$ cat config.mk
export PLATFORM = sky130hd
export DESIGN_NAME = reg_wb_arbiter
export DESIGN_NICKNAME = d
export VERILOG_FILES = /design/src/rtl/reg_wb_arbiter.sv
export SDC_FILE = /design/constraint.sdc
export NUM_CORES = 1
export LEC_CHECK = 0
export BUFFER_PORTS_ARGS = -buffer_cell sky130_fd_sc_hd__buf_4
export CAP_MARGIN = 20
export CELL_PAD_IN_SITES_DETAIL_PLACEMENT = 1
export CELL_PAD_IN_SITES_GLOBAL_PLACEMENT = 1
export CORE_AREA = 2 2 77 79
export DETAILED_ROUTE_END_ITERATION = 7
export DIE_AREA = 0 0 79 81
export GPL_TIMING_DRIVEN = 1
export PLACE_DENSITY = 0.76
export SETUP_SLACK_MARGIN = 0.15
export SLEW_MARGIN = 20
export SYNTH_ARGS = -nofsm -noshare
export SYNTH_HDL_FRONTEND = slang
export SYNTH_SLANG_ARGS = --single-unit
$ cat constraint.sdc
create_clock -name clk -period 1.9 [get_ports clk]
set_clock_uncertainty 0.1 [all_clocks]
set_input_delay 0.19 -clock clk [delete_from_list [all_inputs] [get_ports clk]]
set_output_delay 0.19 -clock clk [all_outputs]
set_load 0.01 [all_outputs]
$ cat src/rtl/reg_wb_arbiter.sv
// Register-file write-back arbiter: PC > round-robin(ALU, load) into one registered
// write port, plus a per-register pending-write scoreboard for decode hazard checks.
module reg_wb_arbiter #(
  parameter int DATA_W = 16,
  parameter int NREG   = 8
) (
  input  logic              clk,
  input  logic              rst_n,

  input  logic              pc_valid,
  input  logic [DATA_W-1:0] pc_data,
  output logic              pc_ready,

  input  logic              alu_valid,
  input  logic [2:0]        alu_rd,
  input  logic [DATA_W-1:0] alu_data,
  output logic              alu_ready,

  input  logic              mem_valid,
  input  logic [2:0]        mem_rd,
  input  logic [DATA_W-1:0] mem_data,
  output logic              mem_ready,

  input  logic              issue_valid,
  input  logic [2:0]        issue_rd,
  input  logic [2:0]        rs_a,
  input  logic [2:0]        rs_b,
  output logic              hazard_a,
  output logic              hazard_b,
  output logic [NREG-1:0]   busy,

  output logic              WE_R,
  output logic [3:0]        WrReg_Rd,
  output logic [DATA_W-1:0] InData_R
);

  localparam logic [2:0] PC_REG = 3'd7;

  typedef enum logic {
    PREF_ALU = 1'b0,
    PREF_MEM = 1'b1
  } arb_state_t;

  arb_state_t        state;
  logic              grant_pc;
  logic              grant_alu;
  logic              grant_mem;
  logic              grant_any;
  logic [2:0]        grant_rd;
  logic [DATA_W-1:0] grant_data;
  logic [NREG-1:0]   set_mask;
  logic [NREG-1:0]   clr_mask;

  function automatic logic [NREG-1:0] reg_decode(input logic [2:0] r);
    logic [NREG-1:0] m;
    m = '0;
    for (int i = 0; i < NREG; i++)
      if (r == 3'(i)) m[i] = 1'b1;
    return m;
  endfunction

  // Grants are gated by rst_n so no handshake completes while reset is held.
  always_comb begin
    grant_pc  = rst_n & pc_valid;
    grant_alu = rst_n & ~pc_valid & alu_valid & (~mem_valid | (state == PREF_ALU));
    grant_mem = rst_n & ~pc_valid & mem_valid & (~alu_valid | (state == PREF_MEM));
    grant_any = grant_pc | grant_alu | grant_mem;
  end

  assign pc_ready  = grant_pc;
  assign alu_ready = grant_alu;
  assign mem_ready = grant_mem;

  // NOTE: every always_comb output gets a default first so no path leaves it unassigned (no latch).
  always_comb begin
    grant_rd   = '0;
    grant_data = '0;
    if (grant_pc) begin
      grant_rd   = PC_REG;
      grant_data = pc_data;
    end else if (grant_alu) begin
      grant_rd   = alu_rd;
      grant_data = alu_data;
    end else if (grant_mem) begin
      grant_rd   = mem_rd;
      grant_data = mem_data;
    end
  end

  always_comb begin
    set_mask = issue_valid ? reg_decode(issue_rd) : '0;
    clr_mask = grant_any   ? reg_decode(grant_rd) : '0;
  end

  assign hazard_a = |(busy & reg_decode(rs_a));
  assign hazard_b = |(busy & reg_decode(rs_b));

  // NOTE: sequential state uses non-blocking assignments so all registers update from pre-edge values.
  always_ff @(posedge clk or negedge rst_n) begin
    if (!rst_n) begin
      state    <= PREF_ALU;
      busy     <= '0;
      WE_R     <= 1'b0;
      WrReg_Rd <= '0;
      InData_R <= '0;
    end else begin
      if (grant_alu)
        state <= PREF_MEM;
      else if (grant_mem)
        state <= PREF_ALU;

      // Set is applied after clear so an issue to the register being written keeps it busy.
      busy <= (busy & ~clr_mask) | set_mask;

      WE_R <= grant_any;
      if (grant_any) begin
        WrReg_Rd <= {1'b0, grant_rd};
        InData_R <= grant_data;
      end
    end
  end

endmodule

==> metrics.md <==
| Metric | Value |
|---|---|
| Ys flop type | `dfrtp_1` |
| Max-slew headroom | `56.3%` |
| Final period utilization | `98.7%` |
| Top cells by count, synth | `dfrtp_1, nand3_1, nand2_1` |
| Yosys warnings | `0` |
| Hold endpoint | `InData_R[4]` |
| Largest net degree at the start of global routing | `17` |
| Avg Synthesized Cell Area | `9.95 sq um` |
| Die Y | `81 um` |
| Overall Global Routing Usage | `18.9%` |
| Asr flop ratio synth | `100%` |
| Die footprint | `0.00640 sq mm` |
| Post-synthesis sequential area ratio | `46.4%` |
| Worst-case clock buffer depth | `2` |
| Minimum clock period | `1.88 ns` |
| Via-per-instance ratio | `5.05` |
| Initial antenna violation count | `0` |
| Syn Inst Count | `157` |
| CTS clock-pin slew for the worst setup and hold paths | `0.07 ns` |
| Peak supply drop | `0.386 mV` |
| Hold WC Path Type | `in2reg` |
| Worst-Margin Slew | `0.654 ns` |
| P&R area growth vs syn | `74.9%` |
| Post-synthesis register bit count | `29` |
| Mapped Nets | `226` |
| Drt total wl | `5800 um` |
| P_leak | `1.33 nW` |
| PwrDens | `839 mW/mm^2` |
| Hold path depth | `3` |
| Total iterations of the first detailed-routing run | `4` |
| Fin. Hold Viols | `0` |
| R2r worst-path depth | `5` |
| Row count | `28` |
| GR Overflow Total | `0` |
| Synth top area cells | `dfrtp_1, nand3_1, a22oi_1` |
| FF-to-FF Start | `state` |
| HPWL after DPL | `4460 um` |
| # diodes | `0` |
| Final Max Slew Viols | `0` |
| Setup-failing EPs final | `0` |
| Crit path max fanout | `4` |
| Finished Core Util | `48.2%` |
| RSZ-0062 raised after global routing | `yes` |
| Root Driver | `clkbuf_8` |
| Worst-Skew Late Latency | `0.28 ns` |
| R2R setup slack | `0.20 ns` |
| Initial core utilization | `27.5%` |
| Clock tree sinks | `29` |
| CTS tree | `yes` |
| First-pass GRT wire length | `9340 um` |
| PortBufs | `101` |
| Hold Crit Start | `pc_data[4]` |
| DR WL/cell | `16.4 um` |
| Area share of the largest cell type after synthesis | `46.4%` |
| Die width | `79 um` |
| Status | `completed` |
| Inserted Clock Buffers | `5` |
| DRC violations left | `0` |
| Required time of the critical path | `1.61 ns` |
| Synth area leader | `dfrtp_1` |
| Number of synthesized flops with an enable pin | `0` |
| Final ANT Viol Nets | `0` |
| H-tree levels | `2` |
| Fill cells | `660` |
| Vias after detailed routing | `1787` |
| Fmax | `0.533 GHz` |
| Initial DRC Count | `52` |
| Cell area after synthesis | `0.00156 sq mm` |
| Gpl congestion | `0.774` |
| WHS | `0.0218 ns` |
| CP Class | `reg2out` |
| Maxcap violations | `0` |
| Number of global-route vias before repair | `1944` |
| Worst Path Arrival | `1.59 ns` |
| Fin nets | `347` |
| Core area | `0.00568 sq mm` |
| Nature of the critical path endpoint | `output port` |
| Layout cells sized above 1 | `52.3%` |
| Count of cell types in the netlist | `31` |
| Ports | `103` |
| Worst reg2reg path endpoint | `busy[0]` |
| Startpoint types | `register` |
[power by group]
part / internal, mW / leakage, nW / switching [mW]
clock: 0.427 / 0.0585 / 0.236
combinational: 0.481 / 0.928 / 0.340
sequential: 0.729 / 0.344 / 0.0793
total: 1.64 / 1.33 / 0.656
[stage by stage]
| stage | instance area (sq um) | worst slack [ns] | setup TNS [ns] | total power [mW] | cells |
|---|---|---|---|---|---|
| after floorplan | 1560 | 0.220 | 0 | 1.11 | 157 |
| after global placement | 2430 | 0.150 | 0 | 1.50 | 331 |
| after detailed placement | 2430 | 0.102 | 0 | 1.52 | 331 |
| after CTS | 2650 | 0.0294 | 0 | 2.27 | 348 |
| after global routing | 2730 | -0.0160 | -0.0160 | 2.42 | 354 |
| final | 2730 | 0.0244 | 0 | 2.29 | 354 |
[cells by family after synthesis]
family / count (synthesis) / share of synthesized area, %
flops: 29 / 46.4
other cells: 1 / 0.240
buf+inv: 15 / 4.64
simple gates: 62 / 19.5
mux: 9 / 9.13
compound gates: 41 / 20.1
[cell usage in the layout, fill, tap and decap left out]
cell	n
a31oi_1	2
a21oi_1	1
and3_4	2
a41o_1	1
bufinv_16	1
mux2_4	2
inv_1	3
nor2_1	1
a22oi_2	1
dlygate4sd3_1	2
dfrtp_1	29
a221oi_4	1
conb_1	1
and2_1	1
nand2b_4	1
a221o_2	1
buf_6	3
a22o_1	1
a32o_1	2
o21a_1	1
o31ai_2	3
a21o_1	1
and3_1	1
o21ai_1	1
clkbuf_1	1
nand3_1	29
nand2_1	21
a221o_1	4
nand4_1	2
o21ai_0	5
clkbuf_8	6
nor2b_1	3
o31ai_1	1
a22oi_1	16
nor2b_4	1
buf_4	120
mux4_2	4
mux2i_1	3
[worst max-delay path: stages (launching register included)]
cell and delay, ns:
dfrtp_1 0.43, mux4_2 0.49, mux2_4 0.28, buf_6 0.12
[timing repair]
action,in CTS,in global routing
hold buffers,2,0
buffers inserted,6,6
pin swaps,1,5
endpoints found under the setup margin,11,12
endpoints found under the hold margin,29,0
cloned,1,0
resized for setup,7,9
[per-layer routing]
metal | wire (um) | up-vias | part of all wire, % | GRT usage (%)
met3 | 612 | 9 | 11 | 7.33
met4 | 87 | 0 | 1.5 | 5.86
met1 | 2080 | 859 | 36 | 20.5
met5 | 0 | - | 0 | 0
li1 | - | 834 | - | -
met2 | 3010 | 85 | 52 | 34.1
[worst max-delay path by stage]
stage,from,end,slack (ns),cells past startpoint
after floorplan,state,busy[0],0.22,6
after global placement,rst_n,busy[2],0.15,6
after detailed placement,rst_n,busy[2],0.10,6
after CTS,busy[7],hazard_a,0.03,3
after global routing,busy[7],hazard_a,-0.02,3
final,busy[3],hazard_a,0.02,3
[sequential cells by signal (all words and copies together), names as in the netlist]
| name | flops |
|---|---|
| WrReg_Rd | 3 |
| busy | 8 |
| state | 1 |
| InData_R | 16 |
| WE_R | 1 |
[final cells by class]
cell class | instances | area (sq um) | share of cell area (%)
inverter | 3 | 11.3 | 0.412
sequential | 29 | 726 | 26.5
timing repair buffer | 125 | 955 | 34.9
multi-input combinational | 114 | 832 | 30.4
tap | 75 | 93.8 | 3.43
clock buffer | 7 | 86.3 | 3.16
clock inverter | 1 | 30.0 | 1.10
Power figures use the tool's default switching activity.
